`src/rtl/alu_8bit.sv`:
```
// Registered 8-bit ALU for the execute stage: 16 operations on unsigned operands,
// result and a+b carry-out presented one clock after the operands are sampled.
module alu_8bit (
  input  logic       clk,
  input  logic       rst,
  input  logic [7:0] a,
  input  logic [7:0] b,
  input  logic       cin,
  input  logic [3:0] alu_sel,
  output logic [7:0] alu_out,
  output logic       alu_cout
);

  typedef enum logic [3:0] {
    OP_ADD  = 4'h0,
    OP_SUB  = 4'h1,
    OP_MUL  = 4'h2,
    OP_DIV  = 4'h3,
    OP_SHL  = 4'h4,
    OP_SHR  = 4'h5,
    OP_ROL  = 4'h6,
    OP_ROR  = 4'h7,
    OP_AND  = 4'h8,
    OP_OR   = 4'h9,
    OP_XOR  = 4'hA,
    OP_NOR  = 4'hB,
    OP_NAND = 4'hC,
    OP_XNOR = 4'hD,
    OP_GT   = 4'hE,
    OP_EQ   = 4'hF
  } alu_op_e;

  alu_op_e    op;
  logic [8:0] sum;
  logic [7:0] diff;
  logic [7:0] prod;
  logic [8:0] rem;
  logic [7:0] quo;
  logic [7:0] alu_out_d, alu_out_q;
  logic       alu_cout_d, alu_cout_q;

  // Carry-in is reserved: kept on the port but deliberately unused.
  logic cin_unused;
  assign cin_unused = cin;

  assign op   = alu_op_e'(alu_sel);
  assign sum  = {1'b0, a} + {1'b0, b};
  assign diff = a - b;
  assign prod = a * b;

  // Restoring division unrolled into combinational logic. With b=0 every trial
  // subtraction succeeds, so the quotient naturally saturates to 8'hFF.
  always_comb begin
    rem = '0;
    quo = '0;
    for (int i = 7; i >= 0; i--) begin
      rem = {rem[7:0], a[i]};
      if (rem >= {1'b0, b}) begin
        rem    = rem - {1'b0, b};
        quo[i] = 1'b1;
      end
    end
  end

  always_comb begin
    // NOTE: defaults first so every path assigns the outputs and no latch is inferred.
    alu_out_d  = 8'h00;
    alu_cout_d = sum[8];
    unique case (op)
      OP_ADD:  alu_out_d = sum[7:0];
      OP_SUB:  alu_out_d = diff;
      OP_MUL:  alu_out_d = prod;
      OP_DIV:  alu_out_d = quo;
      OP_SHL:  alu_out_d = {a[6:0], 1'b0};
      OP_SHR:  alu_out_d = {1'b0, a[7:1]};
      OP_ROL:  alu_out_d = {a[6:0], a[7]};
      OP_ROR:  alu_out_d = {a[0], a[7:1]};
      OP_AND:  alu_out_d = a & b;
      OP_OR:   alu_out_d = a | b;
      OP_XOR:  alu_out_d = a ^ b;
      OP_NOR:  alu_out_d = ~(a | b);
      OP_NAND: alu_out_d = ~(a & b);
      OP_XNOR: alu_out_d = ~(a ^ b);
      OP_GT:   alu_out_d = {7'd0, (a > b)};
      OP_EQ:   alu_out_d = {7'd0, (a == b)};
      default: alu_out_d = 8'h00;
    endcase
  end

  // NOTE: sequential state uses non-blocking assignments so all flops update together.
  always_ff @(posedge clk) begin
    if (rst) begin
      alu_out_q  <= 8'h00;
      alu_cout_q <= 1'b0;
    end else begin
      alu_out_q  <= alu_out_d;
      alu_cout_q <= alu_cout_d;
    end
  end

  assign alu_out  = alu_out_q;
  assign alu_cout = alu_cout_q;

endmodule

```
`config.mk`:
```
export PLATFORM = sky130hd
export DESIGN_NAME = alu_8bit
export DESIGN_NICKNAME = d
export VERILOG_FILES = /design/src/rtl/alu_8bit.sv
export SDC_FILE = /design/constraint.sdc
export NUM_CORES = 1
export LEC_CHECK = 0
export CAP_MARGIN = 20
export CELL_PAD_IN_SITES_DETAIL_PLACEMENT = 1
export CELL_PAD_IN_SITES_GLOBAL_PLACEMENT = 1
export CORE_MARGIN = 5
export CORE_UTILIZATION = 40
export CTS_CLUSTER_DIAMETER = 40
export CTS_CLUSTER_SIZE = 16
export DETAILED_ROUTE_END_ITERATION = 10
export PLACE_DENSITY_LB_ADDON = 0.12
export SYNTH_ARGS = -nofsm -noshare
export SYNTH_HDL_FRONTEND = slang
export SYNTH_SLANG_ARGS = --single-unit
```
`constraint.sdc`:
```
create_clock -name clk -period 24.3 [get_ports clk]
set_input_delay 4.86 -clock clk [delete_from_list [all_inputs] [get_ports clk]]
set_output_delay 4.86 -clock clk [all_outputs]
set_load 0.02 [all_outputs]
```
==> flow_metrics.env, run 1 <==
export IMPL_io_pins=32
export IMPL_grt_pass1_wl_mm=31.1
export IMPL_synth_simple_gate_area_share_pct=18.9
export IMPL_ys_ff_latch=9
export IMPL_globalRoute_busiestLayer="met2"
export IMPL_gr_usage_met1_pct=31.1
export IMPL_cp_slowest_stage_delay_ns=0.60
export IMPL_antenna_found_initial=0
export IMPL_synthFlopType="dfxtp_1"
export IMPL_dp_cells=929
export IMPL_cts_tree="built"
export IMPL_use_met2_pct=41.3
export IMPL_clock_sinks=9
export IMPL_mostFrequentLayoutCells="103 x ha_1, 66 x inv_1, 59 x nor2_1, 46 x nand2_1, 43 x a21oi_1"
export IMPL_crit_family="compound AO/OA/AOI/OAI gates"
export IMPL_port_buffer_count=30
export IMPL_synth_top_area_share_pct=22.9
export IMPL_crit_required_ns=24.41
export IMPL_fillers=1733
export IMPL_overflow=0
export IMPL_cts_htree_levels=1
export IMPL_nets=901
export IMPL_grt_max_degree=45
export IMPL_path_class="in2reg"
export IMPL_drtIter0Drc=288
export IMPL_synth_edf_count=0
export IMPL_synth_compound_area_share_pct=25.9
export IMPL_drc_errors=0
export IMPL_timing_final_crit_share_pct=90.8
export IMPL_cts_buffer_depth=2
export IMPL_p_total_w=0.000352
export IMPL_initial_utilization_pct=40.7
export IMPL_area_delta_synth_final_pct=11.1
export IMPL_swShare_pct=48.5
export IMPL_avgSynthCellArea_um2=7.75
export IMPL_setup_violations=0
export IMPL_synth_top_family_by_area="adder cells"
export IMPL_rsz0062_at_grt="no"
export IMPL_diodes=0
export IMPL_power_frac_seq_pct=4.9
export IMPL_fin_cells=934
export IMPL_combPwrFrac_pct=86.7
export IMPL_fmax_mhz=45.3
export IMPL_power_density_nw_per_um2=56.4
export IMPL_p_leak_nw=2.90
export IMPL_hold_end="alu_cout"
export IMPL_hold_depth=2
export IMPL_ir_drop_v=0.0000358
export IMPL_cp_end_kind="flop"
export IMPL_intPower_w=0.000182
export IMPL_muxShareOfSynthArea_pct=7.85
export IMPL_post_cts_buffers=0
export IMPL_outcome="finished clean"
export IMPL_ant_nets=0
export IMPL_start_kind="input port"
export IMPL_netlist_instances=726
export IMPL_crit_slowest_cell="clkdlybuf4s50_1"
export IMPL_place_congestion=0.891
export IMPL_synth_seq_area_share_pct=3.20
export IMPL_hold_viol_final=0
export IMPL_via_per_inst=6.01
export IMPL_fp_dieH_um=129
export IMPL_drv_cap=0
export IMPL_first_pass_iters=5
export IMPL_finalCriticalPeriod_ns=22.07
export IMPL_finalSetupTns_ns=0
export IMPL_syn_area_um2=5620
export IMPL_cts_buffers=3
export IMPL_p_switching_w=0.000171
export IMPL_cts_hold_buf=0
export IMPL_synth_cell_types=76
export IMPL_grt_pass1_vias=5885
export IMPL_maxSlewViolCount=0
export IMPL_layout_commonest_cell="ha_1"
export IMPL_vias=5609
export IMPL_dp_hpwl_mm=15.2
export IMPL_p_clk_share_pct=8.4
export IMPL_cts_resized=0
export IMPL_rows=43
export IMPL_maxSlewHeadroom_pct=42.1
export IMPL_die_area_um2=16500
export IMPL_min_path_type="in2reg"
export IMPL_synth_area_leader_cell="ha_1"
export IMPL_critPathBufInv=12
export IMPL_cts_root_buf="clkbuf_16"
export IMPL_yosysWarnings=0
export IMPL_clk_pin_slew_worst_paths_ns=0.04
export IMPL_wl_per_cell_um=20.6
export IMPL_wirelength_mm=19.2
export IMPL_synth_fa_ha_area_share_pct=30.0
export IMPL_grt_util_met3_pct=1.87
export IMPL_cp_max_fo=20
export IMPL_synthArstFlopShare_pct=0
export IMPL_ys_top_cells_by_area="ha_1 23%, fa_1 7.1%, xnor2_1 5.0%, inv_1 4.4%, nor2_1 3.9%"
export IMPL_die_x_um=129
export IMPL_core_area_um2=13800
export IMPL_drive_gt1_share_pct=7.03
export IMPL_synth_nets=872
export IMPL_synthXorXnorAreaFrac_pct=8.10
export IMPL_worst_slew_pin_slew_ns=0.862
export IMPL_arrival_ns=22.18
export IMPL_grt_usage_pct=23.2
export IMPL_min_from="rst"
export IMPL_startpoint="a[7]"
[sequential cells by signal, indices dropped and copies added, names as in the netlist]
register and flops:
alu_cout 1, alu_out 8
[how the worst max path moves through the flow]
stage | end | slack, ns | cells past startpoint
floorplan | alu_out[0] | 5.22 | 77
global placement | alu_out[0] | 2.74 | 80
detailed placement | alu_out[0] | 2.14 | 80
CTS | alu_out[0] | 2.17 | 80
global route | alu_out[0] | 0.66 | 80
finish | alu_out[0] | 2.23 | 80
[through the flow]
step / setup WS [ns] / utilization, % / cell area [um2] / hold WS, ns
after floorplan: 5.22 / - / 5620 / 5.11
after global placement: 2.74 / 44.6 / 6160 / 5.66
after detailed placement: 2.14 / 44.6 / 6160 / 5.66
after CTS: 2.17 / 45.1 / 6240 / 5.48
after global routing: 0.657 / 45.2 / 6250 / 5.49
final: 2.23 / 45.2 / 6250 / 5.48
[Yosys cell counts (all sizes together) (2+ instances only)]
library cell	instances
clkbuf	13
inv	67
nand2b	18
or2	2
ha	103
o31a	2
nor3b	4
o21a	17
or4	3
a22oi	5
fa	20
nand2	46
nand4	11
o21ai	42
and4	2
a21boi	8
or3	5
a21o	17
and2	5
a2bb2oi	2
mux2i	19
a221o	3
xnor2	32
o221ai	4
nor2	59
dfxtp	9
nor4	4
a221oi	6
nor3	12
and3	4
a22o	2
xor2	20
buf	6
o22ai	9
clkinv	2
a211oi	9
a21oi	43
a31oi	3
a32oi	4
mux2	20
nor2b	13
o31ai	3
nand3	17
o211ai	5
o21bai	8
[cells by family (layout without fill, tap and decap cells)]
group | count (synthesis) | in the layout
buffers and inverters | 88 | 116
multiplexers | 39 | 39
AO/OA/AOI/OAI | 205 | 205
flip-flops | 9 | 9
adder cells (fa/ha/maj) | 123 | 123
AND/OR/NAND/NOR | 210 | 210
XOR/XNOR | 52 | 52
[layer usage]
metal	routed length [um]	vias to the layer above
met2	9470	111
met5	0	-
met3	588	27
met1	8830	2788
met4	357	0
li1	-	2683
[area by class of cell]
cell class,instances,area (um2),area share (%)
Clock buffer,4,78.8,1.26
Inverter,69,259,4.15
Multi-Input combinational cell,629,5110,81.8
Tap cell,180,225,3.61
Sequential cell,9,180,2.88
Timing Repair Buffer,43,395,6.33
[power groups by stage]
stage / clock (W) / combinational, W / sequential (W)
after detailed placement: 0 / 0.000302 / 0.0000177
after global placement: 0 / 0.000293 / 0.0000176
after floorplan: 0 / 0.000227 / 0.0000201
after global routing: 0.0000309 / 0.000340 / 0.0000176
final: 0.0000295 / 0.000305 / 0.0000174
after CTS: 0.0000299 / 0.000306 / 0.0000174
No activity file was read; power rests on OpenSTA's default activity.
==> inputs of run 2 (changes only) <==
ABC_AREA = 1   (was unset)
CTS_CLUSTER_DIAMETER = 60   (was 40)
==> flow_metrics.env, run 2 <==
export IMPL_drive_gt1_share_pct=8.73
export IMPL_grt_pass1_vias=6015
export IMPL_cts_resized=0
export IMPL_wirelength_mm=18.2
export IMPL_maxSlewHeadroom_pct=40.6
export IMPL_diodes=0
export IMPL_synth_cell_types=51
export IMPL_die_area_um2=16300
export IMPL_grt_max_degree=18
export IMPL_clk_pin_slew_worst_paths_ns=0.04
export IMPL_power_frac_seq_pct=3.7
export IMPL_mostFrequentLayoutCells="169 x inv_1, 165 x nand2_1, 103 x ha_1, 53 x a21oi_1, 46 x nor2_1"
export IMPL_syn_area_um2=5560
export IMPL_cts_htree_levels=1
export IMPL_synthFlopType="dfxtp_1"
export IMPL_combPwrFrac_pct=89.6
export IMPL_drc_errors=0
export IMPL_area_delta_synth_final_pct=9.77
export IMPL_drtIter0Drc=206
export IMPL_fmax_mhz=48.6
export IMPL_hold_viol_final=0
export IMPL_outcome="finished clean"
export IMPL_start_kind="input port"
export IMPL_ff_latch_area_um2=180
export IMPL_intPower_w=0.000198
export IMPL_port_buffer_count=30
export IMPL_synthTopCellsByCount="169 x inv_1, 165 x nand2_1, 103 x ha_1"
export IMPL_rows=43
export IMPL_largest_register_ffs=8
export IMPL_synth_nets=990
export IMPL_antenna_found_initial=0
export IMPL_grt_pass1_wl_mm=30.0
export IMPL_synth_edf_count=0
export IMPL_first_pass_iters=4
export IMPL_die_x_um=128
export IMPL_cts_buffers=3
export IMPL_finalCriticalPeriod_ns=20.57
export IMPL_crit_slowest_cell="inv_1"
export IMPL_startpoint="b[1]"
export IMPL_fillers=1872
export IMPL_swShare_pct=57.5
export IMPL_crit_required_ns=24.42
export IMPL_synthArstFlopShare_pct=0
export IMPL_crit_end="alu_out[0]"
export IMPL_path_class="in2reg"
export IMPL_ant_nets=0
export IMPL_via_per_inst=5.41
export IMPL_nets=1018
export IMPL_ir_drop_v=0.0000503
export IMPL_finalSetupTns_ns=0
export IMPL_hold_depth=4
export IMPL_layout_commonest_cell="inv_1"
export IMPL_fp_dieH_um=128
export IMPL_cp_end_kind="flop"
export IMPL_io_pins=32
export IMPL_arrival_ns=20.69
export IMPL_synth_top_area_share_pct=23.2
export IMPL_grt_usage_pct=22.5
export IMPL_setup_violations=0
export IMPL_min_from="b[7]"
export IMPL_cts_root_buf="clkbuf_16"
export IMPL_maxSlewViolCount=0
export IMPL_overflow=0
export IMPL_initial_utilization_pct=40.3
export IMPL_cts_buffer_depth=2
export IMPL_dp_hpwl_mm=14.9
export IMPL_netlist_instances=844
export IMPL_timing_final_crit_share_pct=84.7
export IMPL_drv_cap=0
export IMPL_cp_max_fo=15
export IMPL_synth_area_leader_cell="ha_1"
export IMPL_ys_ff_latch=9
export IMPL_post_cts_buffers=0
export IMPL_yosys_cell_count_top_type="inv_1"
export IMPL_clock_sinks=9
export IMPL_place_congestion=0.917
export IMPL_p_switching_w=0.000268
export IMPL_yosysWarnings=0
export IMPL_multi_input_area_um2=4630
export IMPL_wl_per_cell_um=17.3
export IMPL_cts_hold_buf=0
export IMPL_crit_top_cell="nand2_1"
export IMPL_min_path_type="in2reg"
export IMPL_ys_top_cells_by_area="ha_1 23%, inv_1 11%, nand2_1 11%, fa_1 7.2%, xor2_1 4.9%"
export IMPL_synth_seq_area_share_pct=3.24
export IMPL_vias=5681
export IMPL_avgSynthCellArea_um2=6.58
export IMPL_power_density_nw_per_um2=76.5
export IMPL_cp_slowest_stage_delay_ns=0.45
export IMPL_worst_slew_pin_slew_ns=0.888
export IMPL_hold_ws_ns=5.53
export IMPL_core_area_um2=13800
export IMPL_rsz0062_at_grt="no"
export IMPL_p_clk_share_pct=6.7
export IMPL_cts_tree="built"
export IMPL_p_leak_nw=3.29
run 2: cell types whose count changed after synthesis, moves of 12 or more:
cell,delta
mux2i_1,-19
o21a_1,-13
nor2_1,-13
mux2_2,-13
inv_1,+103
nor2b_1,-13
nand2b_1,-18
nand2_2,+16
a21o_1,-16
xnor2_1,-17
nand2_1,+119
o21ai_2,+12
run 2: logic make-up after synthesis:
kind of cell / Yosys count / share of synthesized area, %
simple gates: 309 / 26.8
xor+xnor: 46 / 7.25
buf+inv: 187 / 13.4
fa+ha+maj: 123 / 30.4
compound gates: 170 / 18.9
flops: 9 / 3.24
run 2: final cells by class:
class | count | area share, %
clock buffer | 4 | 1.29
inverter | 178 | 11.0
multi-input combinational | 648 | 75.9
sequential | 9 | 2.95
tap | 180 | 3.69
timing repair buffer | 32 | 5.17
run 2: metrics by stage:
step	total power, W	setup slack, ns	instance area [um2]	instances	utilization [%]
global placement	0.000419	3.76	6020	1047	43.7
floorplan	0.000353	6.77	5560	844	-
global route	0.000530	1.97	6100	1051	44.3
finish	0.000467	3.73	6100	1051	44.3
CTS	0.000470	3.57	6100	1051	44.3
detailed placement	0.000436	3.38	6020	1047	43.7
run 2: worst max-delay path, delay by kind of cell:
kind,cells,cell delay (ns)
AOI/OAI and AO/OA,39,6.83
buffers and inverters,15,2.35
and+or+nand+nor,35,4.07
adders and majority gates,8,2.53
run 2: worst min path at each step:
| stage | end | slack, ns |
|---|---|---|
| CTS | alu_out[5] | 5.50 |
| finish | alu_cout | 5.53 |
| floorplan | alu_cout | 4.93 |
| global route | alu_out[5] | 5.51 |
| global placement | alu_cout | 5.66 |
| detailed placement | alu_cout | 5.66 |
run 2: power by group through the flow:
stage / Clock (W) / Combinational, W / Sequential [W]
after CTS: 0.0000316 / 0.000421 / 0.0000174
after detailed placement: 0 / 0.000418 / 0.0000177
after global placement: 0 / 0.000402 / 0.0000177
after floorplan: 0 / 0.000334 / 0.0000198
final: 0.0000311 / 0.000418 / 0.0000173
after global routing: 0.0000325 / 0.000480 / 0.0000176
run 2: metal layers:
layer	up-vias	part of all wire [%]	GRT usage, %
li1	2813	-	-
met1	2722	46	29.0
met2	107	47	39.4
met3	39	3.6	2.29
met4	0	3.1	6.80
met5	-	0	0
